===== src/rtl/mem_dump_uart_if.sv =====
// Bus bundle between the memory dump engine and its surroundings.
//   master : host/system side (drives start request, flow control, read data)
//   slave  : dump engine side (drives address, read strobe, serial line, status)
// Signals:
//   start, start_adr[20:0], count[21:0] : dump request and its range
//   tx_hold                             : host flow control, high = pause at byte boundary
//   adr[20:0], read, din[7:0]           : external memory read port
//   tx                                  : UART serial output, idle high
//   busy, done                          : dump status
interface mem_dump_uart_if;
  logic        start;
  logic [20:0] start_adr;
  logic [21:0] count;
  logic        tx_hold;
  logic [20:0] adr;
  logic        read;
  logic [7:0]  din;
  logic        tx;
  logic        busy;
  logic        done;

  modport master (
    output start, start_adr, count, tx_hold, din,
    input  adr, read, tx, busy, done
  );

  modport slave (
    input  start, start_adr, count, tx_hold, din,
    output adr, read, tx, busy, done
  );
endinterface


===== src/rtl/mem_dump_uart.sv =====
// Streams a range of the 21-bit external memory out over UART TX (8N1),
// one byte at a time, optionally followed by a mod-256 checksum frame.
// Ports:
//   clk      : single clock, all outputs are registered or decoded from registers
//   n_reset  : asynchronous active-low reset, aborts any frame in progress
//   bus      : mem_dump_uart_if.slave (request, flow control, memory port, tx, status)
// Parameters:
//   CLK_DIV  : clk cycles per UART bit (4..4095)
//   READ_LAT : cycles read stays high before din is captured (1..7)
//   SEND_SUM : 1 appends the checksum frame after the last data byte
module mem_dump_uart #(
  parameter int CLK_DIV  = 104,
  parameter int READ_LAT = 2,
  parameter int SEND_SUM = 1
) (
  input  logic             clk,
  input  logic             n_reset,
  mem_dump_uart_if.slave   bus
);

  typedef enum logic [2:0] {S_IDLE, S_READ, S_SEND, S_SUM, S_FIN} state_t;

  localparam logic [2:0]  LAT_LAST = 3'(READ_LAT - 1);
  localparam logic [11:0] DIV_LAST = 12'(CLK_DIV - 1);

  state_t      state_reg, state_next;
  logic [20:0] adr_reg, adr_next;
  logic [21:0] rem_reg, rem_next;
  logic [7:0]  sum_reg, sum_next;
  logic [7:0]  shift_reg, shift_next;
  logic        read_reg, read_next;
  logic        tx_reg, tx_next;
  logic [2:0]  lat_reg, lat_next;
  logic [11:0] div_reg, div_next;
  logic [3:0]  bit_reg, bit_next;
  logic        is_sum_reg, is_sum_next;

  always_ff @(posedge clk or negedge n_reset) begin
    if (!n_reset) begin
      state_reg  <= S_IDLE;
      adr_reg    <= '0;
      rem_reg    <= '0;
      sum_reg    <= '0;
      shift_reg  <= '0;
      read_reg   <= 1'b0;
      tx_reg     <= 1'b1;
      lat_reg    <= '0;
      div_reg    <= '0;
      bit_reg    <= '0;
      is_sum_reg <= 1'b0;
    end else begin
      state_reg  <= state_next;
      adr_reg    <= adr_next;
      rem_reg    <= rem_next;
      sum_reg    <= sum_next;
      shift_reg  <= shift_next;
      read_reg   <= read_next;
      tx_reg     <= tx_next;
      lat_reg    <= lat_next;
      div_reg    <= div_next;
      bit_reg    <= bit_next;
      is_sum_reg <= is_sum_next;
    end
  end

  always_comb begin
    state_next  = state_reg;
    adr_next    = adr_reg;
    rem_next    = rem_reg;
    sum_next    = sum_reg;
    shift_next  = shift_reg;
    read_next   = read_reg;
    tx_next     = tx_reg;
    lat_next    = lat_reg;
    div_next    = div_reg;
    bit_next    = bit_reg;
    is_sum_next = is_sum_reg;

    case (state_reg)
      S_IDLE: begin
        if (bus.start) begin
          adr_next    = bus.start_adr;
          rem_next    = bus.count;
          sum_next    = '0;
          lat_next    = '0;
          is_sum_next = 1'b0;
          // The first read can start right away if nothing holds it back;
          // an empty dump still spends one busy cycle in READ.
          read_next   = (bus.count != 22'd0) && !bus.tx_hold;
          state_next  = S_READ;
        end
      end

      S_READ: begin
        if (read_reg) begin
          if (lat_reg == LAT_LAST) begin
            // Capture edge: data latched, start bit goes out next cycle.
            shift_next = bus.din;
            sum_next   = sum_reg + bus.din;
            adr_next   = adr_reg + 21'd1;
            rem_next   = rem_reg - 22'd1;
            read_next  = 1'b0;
            lat_next   = '0;
            tx_next    = 1'b0;
            div_next   = '0;
            bit_next   = '0;
            state_next = S_SEND;
          end else begin
            lat_next = lat_reg + 3'd1;
          end
        end else if (rem_reg == 22'd0) begin
          state_next = (SEND_SUM != 0) ? S_SUM : S_FIN;
        end else if (!bus.tx_hold) begin
          read_next = 1'b1;
        end
      end

      S_SEND: begin
        if (div_reg == DIV_LAST) begin
          div_next = '0;
          if (bit_reg == 4'd9) begin
            // End of stop bit: the byte boundary where tx_hold is honoured.
            tx_next  = 1'b1;
            bit_next = '0;
            lat_next = '0;
            if (is_sum_reg) begin
              state_next = S_FIN;
            end else if (rem_reg != 22'd0) begin
              read_next  = !bus.tx_hold;
              state_next = S_READ;
            end else begin
              state_next = (SEND_SUM != 0) ? S_SUM : S_FIN;
            end
          end else begin
            // bit_reg is the bit just finished: 0 start, 1..8 data, 9 stop.
            bit_next = bit_reg + 4'd1;
            tx_next  = (bit_reg == 4'd8) ? 1'b1 : shift_reg[bit_reg[2:0]];
          end
        end else begin
          div_next = div_reg + 12'd1;
        end
      end

      S_SUM: begin
        if (!bus.tx_hold) begin
          shift_next  = sum_reg;
          is_sum_next = 1'b1;
          tx_next     = 1'b0;
          div_next    = '0;
          bit_next    = '0;
          state_next  = S_SEND;
        end
      end

      S_FIN: begin
        state_next = S_IDLE;
      end

      default: begin
        state_next = S_IDLE;
      end
    endcase
  end

  assign bus.adr  = adr_reg;
  assign bus.read = read_reg;
  assign bus.tx   = tx_reg;
  assign bus.busy = (state_reg == S_READ) || (state_reg == S_SEND) || (state_reg == S_SUM);
  assign bus.done = (state_reg == S_FIN);

endmodule

===== src/flat_wrapper.sv =====
// flat-port wrapper written by rule: the top's interface ports become plain ports
module mem_dump_uart_flat 
#(
  parameter int CLK_DIV  = 104,
  parameter int READ_LAT = 2,
  parameter int SEND_SUM = 1
)
  (clk, n_reset, bus_start, bus_start_adr, bus_count, bus_tx_hold, bus_din, bus_adr, bus_read, bus_tx, bus_busy, bus_done);
  mem_dump_uart_if bus_i ();
  input  logic clk;
  input  logic n_reset;
  input wire logic [$bits(bus_i.start)-1:0] bus_start;
  input wire logic [$bits(bus_i.start_adr)-1:0] bus_start_adr;
  input wire logic [$bits(bus_i.count)-1:0] bus_count;
  input wire logic [$bits(bus_i.tx_hold)-1:0] bus_tx_hold;
  input wire logic [$bits(bus_i.din)-1:0] bus_din;
  output wire logic [$bits(bus_i.adr)-1:0] bus_adr;
  output wire logic [$bits(bus_i.read)-1:0] bus_read;
  output wire logic [$bits(bus_i.tx)-1:0] bus_tx;
  output wire logic [$bits(bus_i.busy)-1:0] bus_busy;
  output wire logic [$bits(bus_i.done)-1:0] bus_done;
  assign bus_i.start = bus_start;
  assign bus_i.start_adr = bus_start_adr;
  assign bus_i.count = bus_count;
  assign bus_i.tx_hold = bus_tx_hold;
  assign bus_i.din = bus_din;
  assign bus_adr = bus_i.adr;
  assign bus_read = bus_i.read;
  assign bus_tx = bus_i.tx;
  assign bus_busy = bus_i.busy;
  assign bus_done = bus_i.done;
  mem_dump_uart #(.CLK_DIV(CLK_DIV), .READ_LAT(READ_LAT), .SEND_SUM(SEND_SUM)) u_core (.clk(clk), .n_reset(n_reset), .bus(bus_i));
endmodule

===== config.mk =====
export PLATFORM = sky130hd
export DESIGN_NAME = mem_dump_uart_flat
export DESIGN_NICKNAME = d
export VERILOG_FILES = /design/src/rtl/mem_dump_uart_if.sv /design/src/rtl/mem_dump_uart.sv /design/src/flat_wrapper.sv
export SDC_FILE = /design/constraint.sdc
export NUM_CORES = 1
export LEC_CHECK = 0
export CELL_PAD_IN_SITES_DETAIL_PLACEMENT = 0
export CELL_PAD_IN_SITES_GLOBAL_PLACEMENT = 1
export CORE_MARGIN = 8
export CORE_UTILIZATION = 41
export DETAILED_ROUTE_END_ITERATION = 8
export GPL_TIMING_DRIVEN = 0
export PLACE_DENSITY = 0.87
export SYNTH_ARGS = -nofsm -noshare
export SYNTH_HDL_FRONTEND = slang
export SYNTH_SLANG_ARGS = --single-unit
export TNS_END_PERCENT = 20

===== constraint.sdc =====
create_clock -name clk -period 2.6 [get_ports clk]
set_input_delay 0.78 -clock clk [delete_from_list [all_inputs] [get_ports clk]]
set_output_delay 0.78 -clock clk [all_outputs]
set_load 0.01 [all_outputs]

==> summary.txt, run 1 <==
Floorplanning
  – Area enclosed by the die boundary: 16330 sq um
  – Boundary pin count: 80
  – Effective utilization at floorplan: 41.26%
  – Vert. Die Dim: 127.8 um
  – Area inside the core boundary: 12410 sq um
  – Number of rows in the core area: 41
  – Die width: 127.8 um

GRT
  – Global routing usage summed across all routing layers: 20.79%
  – Initial antenna violation count: 0
  – Maximum number of pins on one net before global-route repair: 56
  – Number of global-route vias before repair: 5302
  – Remaining global-route overflow: 0
  – Global-route wire length before repair: 26890 um

Timing
  – Minimum period implied by the final worst setup slack: 2.559 ns
  – Final clock skew: 0.006219 ns
  – Post-Route Hold Slack: 0.3757 ns
  – Final setup vio count: 0
  – Highest clock frequency the design can meet: 390.9 MHz
  – Pins Over Slew Limit: 0
  – Slew at the pin with the worst max-slew slack: 0.8496 ns
  – Number of failing hold endpoints at the final stage: 0
  – Post-route clock period utilization: 98.40%
  – Worst relative slew slack: 43.24%
  – Setup repair after global routing missed its margin: true

Cells and area
  – Final net count: 769
  – Diode count: 0
  – Largest register FFs: 22
  – Area of all placed cells without fillers: 6554 sq um
  – Fraction of layout cells with a size suffix above 1: 7.072%
  – Fill cell count: 1180
  – Post-synthesis to final-layout area growth: 27.94%
  – Utilization of the core after routing: 52.79%

Synth
  – Number of unique standard cell types used by synthesis: 62
  – FFs w/ async S/R, synth: 100.0%
  – Syn Std Cell Area: 5122 sq um
  – Top cell type by total area after synthesis: dfrtp_1
  – Number of storage elements in the synthesis netlist: 84
  – Total nets after synthesis: 676
  – Share of Yosys cell area claimed by the top area cell type: 40.55%
  – Cell types occupying the most area after synthesis: dfrtp_1, o21ai_0, a21oi_1, nand2_1, nor2_1
  – Post-synthesis sequential area ratio: 41.06%
  – Post-synth top flop: dfrtp_1
  – Number of flops mapped to enable cells by yosys: 0
  – Mapped Cells: 609
  – Average cell area after synthesis: 8.411 sq um
  – Number of synthesis warnings: 0

Power
  – Leakage power: 2.668 nW
  – Post-layout power: 0.007759 W
  – Total power per unit cell area: 1184 nW/um^2
  – Maximum resistive drop on vdd: 0.0005277 V

Setup path
  – CP bufs+invs: 3
  – WP data required: 1.82 ns
  – CP cell instances: clkbuf_2 > clkbuf_4 > nor2_1 > clkdlybuf4s50_1
  – WS Path Type: flop to primary output
  – Arrival time at the worst endpoint: 1.78 ns
  – Dominant delay contributor by cell family on the critical path: buffers and inverters
  – Flop-to-flop setup slack: 0.07 ns
  – Number of cells on the critical path: 4
  – CP endpoint kind: primary output
  – Worst setup path startpoint: u_core.state_reg[2]$_DFFE_PN0P_
  – CP max stage delay: 0.54 ns
  – Worst reg2reg path startpoint: u_core.lat_reg[2]$_DFFE_PN0P_
  – Critical path startpoint category: flop
  – Crit-path max FO: 10
  – Reg2Reg Depth: 6
  – Cell with the largest stage delay on the worst path: clkdlybuf4s50_1

Run status
  – Status: completed

Clock network
  – Clock Pin Slew Worst Setup and Hold Paths: 0.06 ns
  – CTS Root Cell: clkbuf_16
  – Hold buffer count at cts: 0
  – Inserted Clock Buffers: 9
  – Number of H-tree levels: 3
  – TritonCTS clock tree: done
  – Maximum count of clock buffers along a single path: 2
  – CTS Sinks: 84
  – Insertion delay of the later-clocked pin in the worst-skew pair: 0.35 ns

Routing
  – Post-detailed-route count of antenna-violating nets: 0
  – Routed wirelength normalized by instance count: 19.15 um
  – Total vias in the final route: 5307
  – Via density per instance: 6.038
  – Starting DRC count in detailed routing: 476
  – Detailed-router iteration count before antenna repair: 6
  – DRC violations left: 0
  – Post-detailed-routing wire length: 16830 um

Placement
  – Routability congestion estimate: 0.9392
  – Buffers added on ports: 79
  – Estimated wirelength of the detail-placed design: 11890 um
  – Area after DPL: 6153 sq um

Job
  – Max-Cap Viols: 0

Hold path
  – Worst min path class: input port to async pin
## per-stage QoR
| stage | TNS (ns) | cells | setup slack (ns) |
|---|---|---|---|
| final | 0 | 879 | 0.04148 |
| after floorplan | 0 | 609 | 0.3192 |
| after CTS | 0 | 879 | 0.02082 |
| after global placement | -219.20 | 860 | -2.543 |
| after global routing | -0.05554 | 879 | -0.05554 |
| after detailed placement | -8.755 | 861 | -0.4979 |
## cell families (layout without fill, tap and decap cells)
family                     Yosys count  after routing  share of synthesized area [%]
adders and majority gates           12             12                          3.078
muxes                               11             11                          2.638
xor gates and xnor gates             9              9                          1.539
and+or+nand+nor                    234            234                          22.62
AOI/OAI and AO/OA                  214            214                          25.40
DFF                                 84             84                          41.06
buffers and inverters               45            143                          3.664
## layout by cell type (no fill, tap or decap), drive strengths merged, types with 5 or more instances in the layout
master and instances:
nand4 6, a22o 7, nand2 79, clkbuf 39, ha 11, dfrtp 83, o21ai 79, a2bb2oi 7
buf 13, and3 9, nor3 16, a21oi 63, nand3 24, xnor2 6, o22ai 11, o32ai 6
clkdlybuf4s50 76, nor4 19, mux2i 9, inv 9, o31ai 13, nor3b 5, nor2 49
## layout make-up
| class | instances | area (sq um) | share of cell area [%] |
|---|---|---|---|
| Multi-Input combinational cell | 480 | 2874 | 43.85 |
| Sequential cell | 84 | 2103 | 32.09 |
| Timing Repair Buffer | 82 | 832.0 | 12.70 |
| Clock buffer | 12 | 246.5 | 3.761 |
| Tap cell | 172 | 215.2 | 3.284 |
| Buffer | 36 | 176.4 | 2.692 |
| Clock inverter | 4 | 72.57 | 1.107 |
| Inverter | 9 | 33.78 | 0.5155 |
## worst reg2reg max path, delay by kind of cell, from the launching register on
kind            cells  cell delay (ns)
compound gates      2             0.32
buf+inv             1             0.54
simple gates        3             1.16
flops               1             0.42
## synth_stat cells (7+ instances only)
library cell and count:
a21oi_1 63, and3_1 9, dfrtp_1 83, o31ai_1 12, nand3_1 24, a22o_1 7
a2bb2oi_1 7, o21ai_0 73, nor2_1 49, nor3_1 16, inv_1 9, clkbuf_1 28
o22ai_1 11, nor4_1 17, nand2_1 79, mux2i_1 9, ha_1 11
## power by group
group / internal [W] / switching (W) / total (W)
clock: 0.000868 / 0.000544 / 0.00141
sequential: 0.00182 / 0.000538 / 0.00235
combinational: 0.00158 / 0.00242 / 0.00399
total: 0.00426 / 0.00350 / 0.00776
## path summary, 6_finish.rpt
| kind | end |
|---|---|
| setup / recovery | bus_busy |
| setup reg to reg | u_core.bus.adr[6]$_DFFE_PN0P_ |
| hold reg to reg | u_core.bus.tx$_DFFE_PN1P_ |
| max in group asynchronous | u_core.bus.tx$_DFFE_PN1P_ |
| min in group clk | u_core.bus.tx$_DFFE_PN1P_ |
| hold / removal | u_core.sum_reg[6]$_DFFE_PN0P_ |
## per-layer routing
metal  GRT usage [%]  up-vias  share of wire, %
met1           25.36     2573                43
met5               0        -                 0
met2           33.23      227                47
li1                -     2460                 -
met4           11.54        0               3.2
met3           4.867       47               6.9
## repair_timing
item                                    4_1_cts  5_1_grt
pin swaps                                     0        0
gates resized for setup                      14       12
endpoints found under the setup margin       21       30
hold endpoints to repair                      0        0
buffers inserted                              2        0
(Power assumes the default switching activity.)
==> inputs of run 2 (changes only) <==
--- a/config.mk
+++ b/config.mk
@@ -8,10 +8,11 @@
 export CELL_PAD_IN_SITES_DETAIL_PLACEMENT = 0
 export CELL_PAD_IN_SITES_GLOBAL_PLACEMENT = 1
 export CORE_MARGIN = 8
-export CORE_UTILIZATION = 41
+export CORE_UTILIZATION = 37
+export CTS_CLUSTER_SIZE = 24
 export DETAILED_ROUTE_END_ITERATION = 8
 export GPL_TIMING_DRIVEN = 0
-export PLACE_DENSITY = 0.87
+export PLACE_DENSITY = 0.83
 export SYNTH_ARGS = -nofsm -noshare
 export SYNTH_HDL_FRONTEND = slang
 export SYNTH_SLANG_ARGS = --single-unit
==> constraint.sdc (replaced) <==
create_clock -name clk -period 2.1 [get_ports clk]
set_input_delay 0.63 -clock clk [delete_from_list [all_inputs] [get_ports clk]]
set_output_delay 0.63 -clock clk [all_outputs]
set_load 0.01 [all_outputs]
==> summary.txt, run 2 (same netlist as run 1, synthesis figures left out) <==
Run status
  – Status: finished, violations left
  – Violated checks: setup timing

Cells and area
  – Area of the multi-input gates: 3075 sq um
  – Largest register FFs: 22
  – Non-filler instance count after layout: 907
  – Fraction of layout cells with a size suffix above 1: 16.23%
  – Sequential cell area in the final layout: 2107 sq um
  – Most common cell after layout, fill and taps aside: dfrtp_1
  – Diode count: 0
  – Post-synthesis to final-layout area growth: 36.20%
  – Fill cell count: 1295
  – Final net count: 789
  – Highest-count cells in the layout ignoring fill and taps: dfrtp_1, nand2_1, clkdlybuf4s50_1, o21ai_0, a21oi_1

Clock network
  – CTS Root Cell: clkbuf_16
  – Insertion delay of the later-clocked pin in the worst-skew pair: 0.35 ns
  – Maximum count of clock buffers along a single path: 2
  – CTS Sinks: 84
  – TritonCTS clock tree: done
  – Inserted Clock Buffers: 9
  – Clock Pin Slew Worst Setup and Hold Paths: 0.06 ns
  – Number of H-tree levels: 3
  – Hold buffer count at cts: 0

Timing
  – Worst relative slew slack: 51.99%
  – Number of failing hold endpoints at the final stage: 0
  – Pins Over Slew Limit: 0
  – Final setup vio count: 12
  – Highest clock frequency the design can meet: 468.7 MHz
  – Slew at the pin with the worst max-slew slack: 0.7202 ns
  – Post-layout worst setup margin: -0.03335 ns
  – Post-route clock period utilization: 101.6%
  – Post-Route Hold Slack: 0.2741 ns
  – Final total negative setup slack: -0.2249 ns
  – Setup repair after global routing missed its margin: true
  – Final clock skew: 0.007451 ns
  – Minimum period implied by the final worst setup slack: 2.133 ns

GRT
  – Global-route wire length before repair: 27800 um
  – Remaining global-route overflow: 0
  – Maximum number of pins on one net before global-route repair: 44
  – Initial antenna violation count: 0
  – Number of global-route vias before repair: 5351
  – Global routing usage summed across all routing layers: 19.36%

Setup path
  – Arrival time at the worst endpoint: 2.41 ns
  – Flop-to-flop setup slack: -0.03 ns
  – Critical path startpoint category: flop
  – Dominant delay contributor by cell family on the critical path: simple AND/OR/NAND/NOR gates
  – Worst reg2reg path startpoint: u_core.lat_reg[1]$_DFFE_PN0P_
  – CP cell instances: or3b_4 > and2_4 > or4_4 > buf_4 > a21oi_1 > a2bb2oi_1
  – CP max stage delay: 0.62 ns
  – WS Path Type: flop to flop
  – CP bufs+invs: 1
  – Reg2Reg Capture Point: u_core.bus.adr[17]$_DFFE_PN0P_
  – CP endpoint kind: flop
  – WP data required: 2.38 ns
  – Cell with the largest stage delay on the worst path: or4_4
  – Crit-path max FO: 8
  – Reg2Reg Depth: 6

Floorplanning
  – Vert. Die Dim: 133.7 um
  – Boundary pin count: 80
  – Die width: 133.7 um
  – Area enclosed by the die boundary: 17870 sq um
  – Effective utilization at floorplan: 37.34%
  – Number of rows in the core area: 43
  – Area inside the core boundary: 13720 sq um

Power
  – Maximum resistive drop on vdd: 0.0007064 V
  – Total power per unit cell area: 1485 nW/um^2
  – Net Sw Frac: 44.10%
  – Post-layout power: 0.01036 W
  – Leakage power: 2.875 nW
  – Combinational fraction of design power: 53.4%
  – Net switching power figure: 0.004570 W
  – Part of the power in the clock network: 17.7%
  – Internal power: 0.005793 W
  – Sequential fraction of design power: 28.9%

Placement
  – Setup WS pre-CTS: -0.8025 ns
  – Estimated wirelength of the detail-placed design: 11900 um
  – Buffers added on ports: 79
  – Cell total after placement: 869
  – Routability congestion estimate: 0.8969

Routing
  – Total vias in the final route: 5394
  – Detailed-router iteration count before antenna repair: 5
  – Post-detailed-route count of antenna-violating nets: 0
  – Routed wirelength normalized by instance count: 19.20 um
  – Starting DRC count in detailed routing: 442
  – DRC violations left: 0
  – Via density per instance: 5.947
  – Post-detailed-routing wire length: 17420 um

Job
  – Max-Cap Viols: 0

Hold path
  – Worst min path class: input port to async pin
==> run 2: cell count changes in the layout (fill, tap and decap cells not counted), sizes merged <==
cell and delta:
clkbuf -5, clkdlybuf4s15 +1, clkinv -1, buf +27, clkdlybuf4s50 -6, dlymetal6s2s -1
bufinv +1, dlygate4sd2 +4
==> run 2: metrics by stage <==
stage	area [sq um]	util, %
after floorplan	5126	-
after global placement	6142	44.77
final	6977	50.85
after CTS	6844	49.89
after detailed placement	6167	44.95
after global routing	6977	50.85
==> run 2: power groups by stage <==
stage          combinational, W  sequential [W]  clock (W)
3_3_place_gp            0.00466         0.00287          0
5_1_grt                 0.00599         0.00308    0.00192
4_1_cts                 0.00533         0.00292    0.00185
3_5_place_dp            0.00476         0.00289          0
2_1_floorplan           0.00298         0.00284          0
6_report                0.00553         0.00299    0.00184
==> run 2: how the worst max path moves through the flow <==
stage | cells after the start | end | start
final | 6 | u_core.bus.adr[17]$_DFFE_PN0P_ | u_core.lat_reg[1]$_DFFE_PN0P_
after global routing | 6 | u_core.bus.adr[2]$_DFFE_PN0P_ | u_core.lat_reg[1]$_DFFE_PN0P_
after CTS | 5 | u_core.bus.read$_DFFE_PN0P_ | u_core.div_reg[8]$_DFFE_PN0P_
after detailed placement | 8 | u_core.sum_reg[7]$_DFFE_PN0P_ | bus_din[1]
after global placement | 1 | u_core.bus.adr[9]$_DFFE_PN0P_ | n_reset
after floorplan | 7 | u_core.sum_reg[6]$_DFFE_PN0P_ | bus_din[0]
==> run 2: layout make-up <==
class                   instances  share of cell area (%)
repair buffers                106                   14.31
clock inverters                 4                   1.399
multi-input cells             480                   44.08
plain buffers                  32                   2.905
well taps                     180                   3.228
flip-flops and latches         84                   30.20
inverters                       9                  0.4842
clock buffers                  12                   3.390
==> run 2: per-layer routing <==
| layer | global-route usage, % | vias up | wire, um |
|---|---|---|---|
| li1 | - | 2497 | - |
| met1 | 24.65 | 2626 | 7528 |
| met2 | 31.70 | 240 | 8359 |
| met3 | 4.593 | 31 | 1153 |
| met4 | 6.114 | 0 | 376 |
| met5 | 0 | - | 0 |
==> run 2: timing repair <==
| action | in CTS | in global routing |
|---|---|---|
| endpoints found under the setup margin | 82 | 63 |
| gates resized for setup | 72 | 42 |
| pin swaps | 14 | 12 |
| buffers inserted | 18 | 8 |
==> RTL edit 1: new RTL, config.mk and constraints of run 1 <==
Encoding of `state_t`: now one-hot (5 bits for 5 states).
--- a/src/rtl/mem_dump_uart.sv
+++ b/src/rtl/mem_dump_uart.sv
@@ -19,5 +19,5 @@
 );
 
-  typedef enum logic [2:0] {S_IDLE, S_READ, S_SEND, S_SUM, S_FIN} state_t;
+  typedef enum logic [4:0] {S_IDLE = 5'b00001, S_READ = 5'b00010, S_SEND = 5'b00100, S_SUM = 5'b01000, S_FIN = 5'b10000} state_t;
 
   localparam logic [2:0]  LAT_LAST = 3'(READ_LAT - 1);
Function: same outputs for any inputs over 10 cycles, from zero or initial values and one cycle with n_reset low; not proved beyond that.
==> RTL edit 1 against run 1 <==
- area after synthesis grew 4.9%
- synthesized cell count grew 2.6%
- sequential cell count is 2 higher
- final area increased by 4.9%
- the flow now finishes with violations (negative setup slack)
- total power decreased by 1.5%
- worst setup slack got worse by 0.057 ns
- die area increased by 4.3%
- wire length up 6.3%
- via count increased by 5.4%
==> RTL edit 1: results (changes against run 1) <==
- Number of fill cells: 1272 (was 1180)
- Cell Area, Placed: 6410 µm² (was 6153 µm²)
- Cells taking the most area after synthesis: sky130_fd_sc_hd__dfrtp_1, sky130_fd_sc_hd__a21oi_1, sky130_fd_sc_hd__o21ai_0 (was sky130_fd_sc_hd__dfrtp_1, sky130_fd_sc_hd__o21ai_0, sky130_fd_sc_hd__a21oi_1)
- Highest net fanout along the worst path: 7 (was 10)
- Proportion of cell area spent on the clock network: 0.05077 (was 0.04868)
- Count of unique library cells instantiated by Yosys: 71 (was 62)
- R2R depth: 7 (was 6)
- Compound-cell area share of the yosys netlist: 0.2722 (was 0.2540)
- Arrival time worst endpoint: 1.84 ns (was 1.78 ns)
- Post-detailed-route via-to-cell ratio: 6.229 (was 6.038)
- Total track usage: 0.2101 (was 0.2079)
- Via count of the first global-routing pass: 5305 (was 5302)
- Failing checks: negative setup slack
- Adder and majority cell fraction of the synthesized area: 0.02934 (was 0.03078)
- HPWL after detailed placement: 12.62 mm (was 11.89 mm)
- Detailed-router iteration count before antenna repair: 7 (was 6)
- Final WS setup: -0.01553 ns (was 0.04148 ns)
- Routability cong.: 0.8828 (was 0.9392)
- Post-route worst hold slack: 0.4217 ns (was 0.3757 ns)
- Synth Register Bits: 86 (was 84)
- Total number of multi-input combinational cells: 484 (was 480)
- Leak pwr: 2.759 nW (was 2.668 nW)
- Area of all sequential standard cells: 2157 µm² (was 2103 µm²)
- Worst Skew: 0.008474 ns (was 0.006219 ns)
- R2r startpoint: u_core.rem_reg[0] (was u_core.lat_reg[2])
- Wire length of the first global-routing pass: 27.93 mm (was 26.89 mm)
- Run status: complete, but fails checks (was completed)
- Combined area of the multi-input logic cells: 3083 µm² (was 2874 µm²)
- Mean post-synth cell area: 8.598 µm² (was 8.411 µm²)
- Net count of the mapped netlist: 692 (was 676)
- Non-Clock Buffer Count: 119 (was 118)
- Share of final-layout standard cells stronger than drive strength 1: 0.1025 (was 0.07072)
- Finish-stage setup viols: 2 (was 0)
- Die width: 130.5 µm (was 127.8 µm)
- Layout non-clock buf frac: 0.1458 (was 0.1539)
- Post-DR wirelength/cell: 19.92 µm (was 19.15 µm)
- Largest net degree at the start of global routing: 49 (was 56)
- Power density over cell area: 1111 nW/µm² (was 1184 nW/µm²)
- Mux contribution to synthesized area: 0.02468 (was 0.02638)
- CLK BUF: 11 (was 12)
- Normalized max-slew margin: 0.3413 (was 0.4324)
- Pre-CTS setup slack: -0.6126 ns (was -0.4979 ns)
- DRC violation total after the first TritonRoute iteration: 560 (was 476)
## RTL edit 1: changes by cell type in the layout (fill, tap and decap cells not counted), moves of 7 or more
cell | run 1 | this run
sky130_fd_sc_hd__nor4_1 | 17 | 9
sky130_fd_sc_hd__inv_1 | 9 | 17
sky130_fd_sc_hd__a31oi_1 | 3 | 10
sky130_fd_sc_hd__nor2_1 | 48 | 58
sky130_fd_sc_hd__o21ai_0 | 73 | 43
sky130_fd_sc_hd__nand2_1 | 78 | 52
sky130_fd_sc_hd__nor3_1 | 15 | 23
sky130_fd_sc_hd__o22a_1 | 1 | 13
sky130_fd_sc_hd__a21o_1 | 2 | 10
## RTL edit 1: metal layers
layer  part of all wire  vias to the layer above  global-route usage
li1                   -                     2546                   -
met3              0.083                       40             0.03815
met2               0.46                      276              0.3201
met4              0.025                        0              0.1020
met5                  0                        -                   0
met1               0.43                     2732              0.2824
## RTL edit 1: worst max-delay path by stage
| stage | from | endpoint | slack [ns] | cells past startpoint |
|---|---|---|---|---|
| 3_3_place_gp | n_reset | u_core.rem_reg[9] | -2.67 | 1 |
| 3_5_place_dp | bus_din[0] | u_core.sum_reg[6] | -0.61 | 8 |
| 5_1_grt | bus_tx_hold | u_core.div_reg[9] | -0.09 | 8 |
| 6_report | u_core.state_reg[1] | bus_done | -0.02 | 3 |
| 2_1_floorplan | bus_din[0] | u_core.sum_reg[6] | 0.22 | 7 |
| 4_1_cts | u_core.state_reg[3] | bus_busy | -0.04 | 4 |
## RTL edit 1: worst max-delay path: cells and delay by family (launching register included)
family / cells / cell delay, ns
AND/OR/NAND/NOR: 2 / 0.51
flip-flops: 1 / 0.46
buffers and inverters: 1 / 0.53
==> RTL edit 2: new RTL, config.mk and constraints of run 1 <==
Made on the original files. `CLK_DIV` is set to 104 in 2 places; all go to 64.
--- a/src/rtl/mem_dump_uart.sv
+++ b/src/rtl/mem_dump_uart.sv
@@ -10,5 +10,5 @@
 //   SEND_SUM : 1 appends the checksum frame after the last data byte
 module mem_dump_uart #(
-  parameter int CLK_DIV  = 104,
+  parameter int CLK_DIV  = 64,
   parameter int READ_LAT = 2,
   parameter int SEND_SUM = 1
--- a/src/flat_wrapper.sv
+++ b/src/flat_wrapper.sv
@@ -2,5 +2,5 @@
 module mem_dump_uart_flat 
 #(
-  parameter int CLK_DIV  = 104,
+  parameter int CLK_DIV  = 64,
   parameter int READ_LAT = 2,
   parameter int SEND_SUM = 1
Formal check against the unedited RTL: no difference found for any inputs over 10 cycles, from zero or initial values and one cycle with n_reset low; that may be too few to reach the edited logic, so the function may still have changed.
==> RTL edit 2 against run 1 <==
- hold slack worse by 0.056 ns
- count of clock-buffer cells in the layout did not move
- final area fell by 0.31%
- worst setup slack better by 0.035 ns
- maximum frequency rose by 1.4%
- non-clock buffer count grew 2
- area after synthesis rose by 0.68%
- wire length shrank 2.3%
- sequential cell count unchanged
Power is not compared: it rests on default switching activity, and its combinational part moved more than twofold at a synthesized area within 25%.
==> RTL edit 2: results (changes against run 1) <==
- Layout non-clock buf frac: 0.1551 (was 0.1539)
- Synthesized cell area: 5157 µm² (was 5122 µm²)
- Count of buffers inserted at the top-level ports: 79 (unchanged)
- Actual transition at the worst max-transition pin: 0.8750 ns (was 0.8496 ns)
- Number of nets in the layout: 786 (was 769)
- Setup bufs post-CTS: 0 (was 2)
- Termination of the worst setup path: u_core.sum_reg[7] (was bus_busy)
- Start point of the critical path: bus_din[1] (was u_core.state_reg[2])
- Top cells by count, synth: sky130_fd_sc_hd__nand2_1, sky130_fd_sc_hd__dfrtp_1, sky130_fd_sc_hd__o21ai_0, sky130_fd_sc_hd__a21oi_1, sky130_fd_sc_hd__nor2_1 (was sky130_fd_sc_hd__dfrtp_1, sky130_fd_sc_hd__nand2_1, sky130_fd_sc_hd__o21ai_0, sky130_fd_sc_hd__a21oi_1, sky130_fd_sc_hd__nor2_1)
- Post-route worst hold slack: 0.3194 ns (was 0.3757 ns)
- Fraction of the yosys area taken by sequential cells: 0.4078 (was 0.4106)
- Post-Place Cells: 880 (was 861)
- Reg2reg end: u_core.rem_reg[21] (was u_core.bus.adr[6])
- R2r startpoint: u_core.rem_reg[6] (was u_core.lat_reg[2])
- Number of fill cells: 1187 (was 1180)
- Total track usage: 0.2062 (was 0.2079)
- CLK BUF: 12 (unchanged)
- Max VDD drop: 227.7 µV
- Total number of multi-input combinational cells: 495 (was 480)
- Combined area of the multi-input logic cells: 2888 µm² (was 2874 µm²)
- Crit Path Class: in2reg (was reg2out)
- Run status: completed (unchanged)
- Total chip power: around 0.0029 W
- Routability cong.: 0.9144 (was 0.9392)
- Cell Area, Placed: 6188 µm² (was 6153 µm²)
- Setup slack of the most critical reg-to-reg path: 0.09 ns (was 0.07 ns)
- Net count of the mapped netlist: 695 (was 676)
- Detailed-router iteration count before antenna repair: 5 (was 6)
- Routed wire length: 16.45 mm (was 16.83 mm)
- Proportion of cell area spent on the clock network: 0.04290 (was 0.04868)
- Wire length of the first global-routing pass: 27.01 mm (was 26.89 mm)
- Post-DR wirelength/cell: 18.36 µm (was 19.15 µm)
- Minimum clock period: 2.524 ns (was 2.559 ns)
- Via count of the first global-routing pass: 5199 (was 5302)
- HPWL after detailed placement: 11.72 mm (was 11.89 mm)
- Share of final-layout standard cells stronger than drive strength 1: 0.07597 (was 0.07072)
- Syn Inst Count: 628 (was 609)
- Cells taking the most area after synthesis: sky130_fd_sc_hd__dfrtp_1, sky130_fd_sc_hd__o21ai_0, sky130_fd_sc_hd__a21oi_1 (unchanged)
- Worst Skew: 0.006903 ns (was 0.006219 ns)
- Arrival time worst endpoint: 2.76 ns (was 1.78 ns)
- Count of unique library cells instantiated by Yosys: 66 (was 62)
- Pre-CTS setup slack: -0.6338 ns (was -0.4979 ns)
- Routed vias: 5299 (was 5307)
- Largest net degree at the start of global routing: 64 (was 56)
- Inverters: 9 (unchanged)
- Highest net fanout along the worst path: 3 (was 10)
-- RTL edit 2: cell count changes in the layout (fill, tap and decap cells not counted), moves of 4 or more --
cell	delta
sky130_fd_sc_hd__o32ai_1	-4
sky130_fd_sc_hd__a22oi_1	+4
sky130_fd_sc_hd__nand2_1	+6
sky130_fd_sc_hd__o21ai_0	-5
sky130_fd_sc_hd__o21ai_1	+6
sky130_fd_sc_hd__nor2_1	+13
sky130_fd_sc_hd__a21oi_1	+5
sky130_fd_sc_hd__o31ai_1	-6
sky130_fd_sc_hd__nor3b_1	-4
sky130_fd_sc_hd__a2bb2oi_1	-5
-- RTL edit 2: what timing repair did --
| item | CTS | global route |
|---|---|---|
| endpoints found under the setup margin | 32 | 39 |
| hold endpoints to repair | 0 | 0 |
| pin swaps | 0 | 0 |
| resized for setup | 11 | 12 |
-- RTL edit 2: per-layer routing --
layer | share of wire | global-route usage | up-vias
met2 | 0.48 | 0.3401 | 209
li1 | - | - | 2495
met4 | 0.023 | 0.08252 | 0
met3 | 0.061 | 0.03702 | 26
met1 | 0.44 | 0.2613 | 2569
met5 | 0 | 0 | -
-- RTL edit 2: critical path: stages --
cell and delay (ns):
sky130_fd_sc_hd__clkdlybuf4s50_1 0.49, sky130_fd_sc_hd__ha_1 0.32, sky130_fd_sc_hd__a21oi_1 0.17, sky130_fd_sc_hd__o211ai_1 0.18, sky130_fd_sc_hd__o41ai_2 0.30, sky130_fd_sc_hd__xnor2_1 0.19, sky130_fd_sc_hd__o21ai_0 0.11, sky130_fd_sc_hd__a22o_1 0.22
-- RTL edit 2: logic make-up after synthesis --
family | synth area share
xor gates and xnor gates | 0.01189
AOI/OAI and AO/OA | 0.2450
DFF | 0.4078
adders and majority gates | 0.03057
buffers and inverters | 0.04246
muxes | 0.02620
and+or+nand+nor | 0.2361
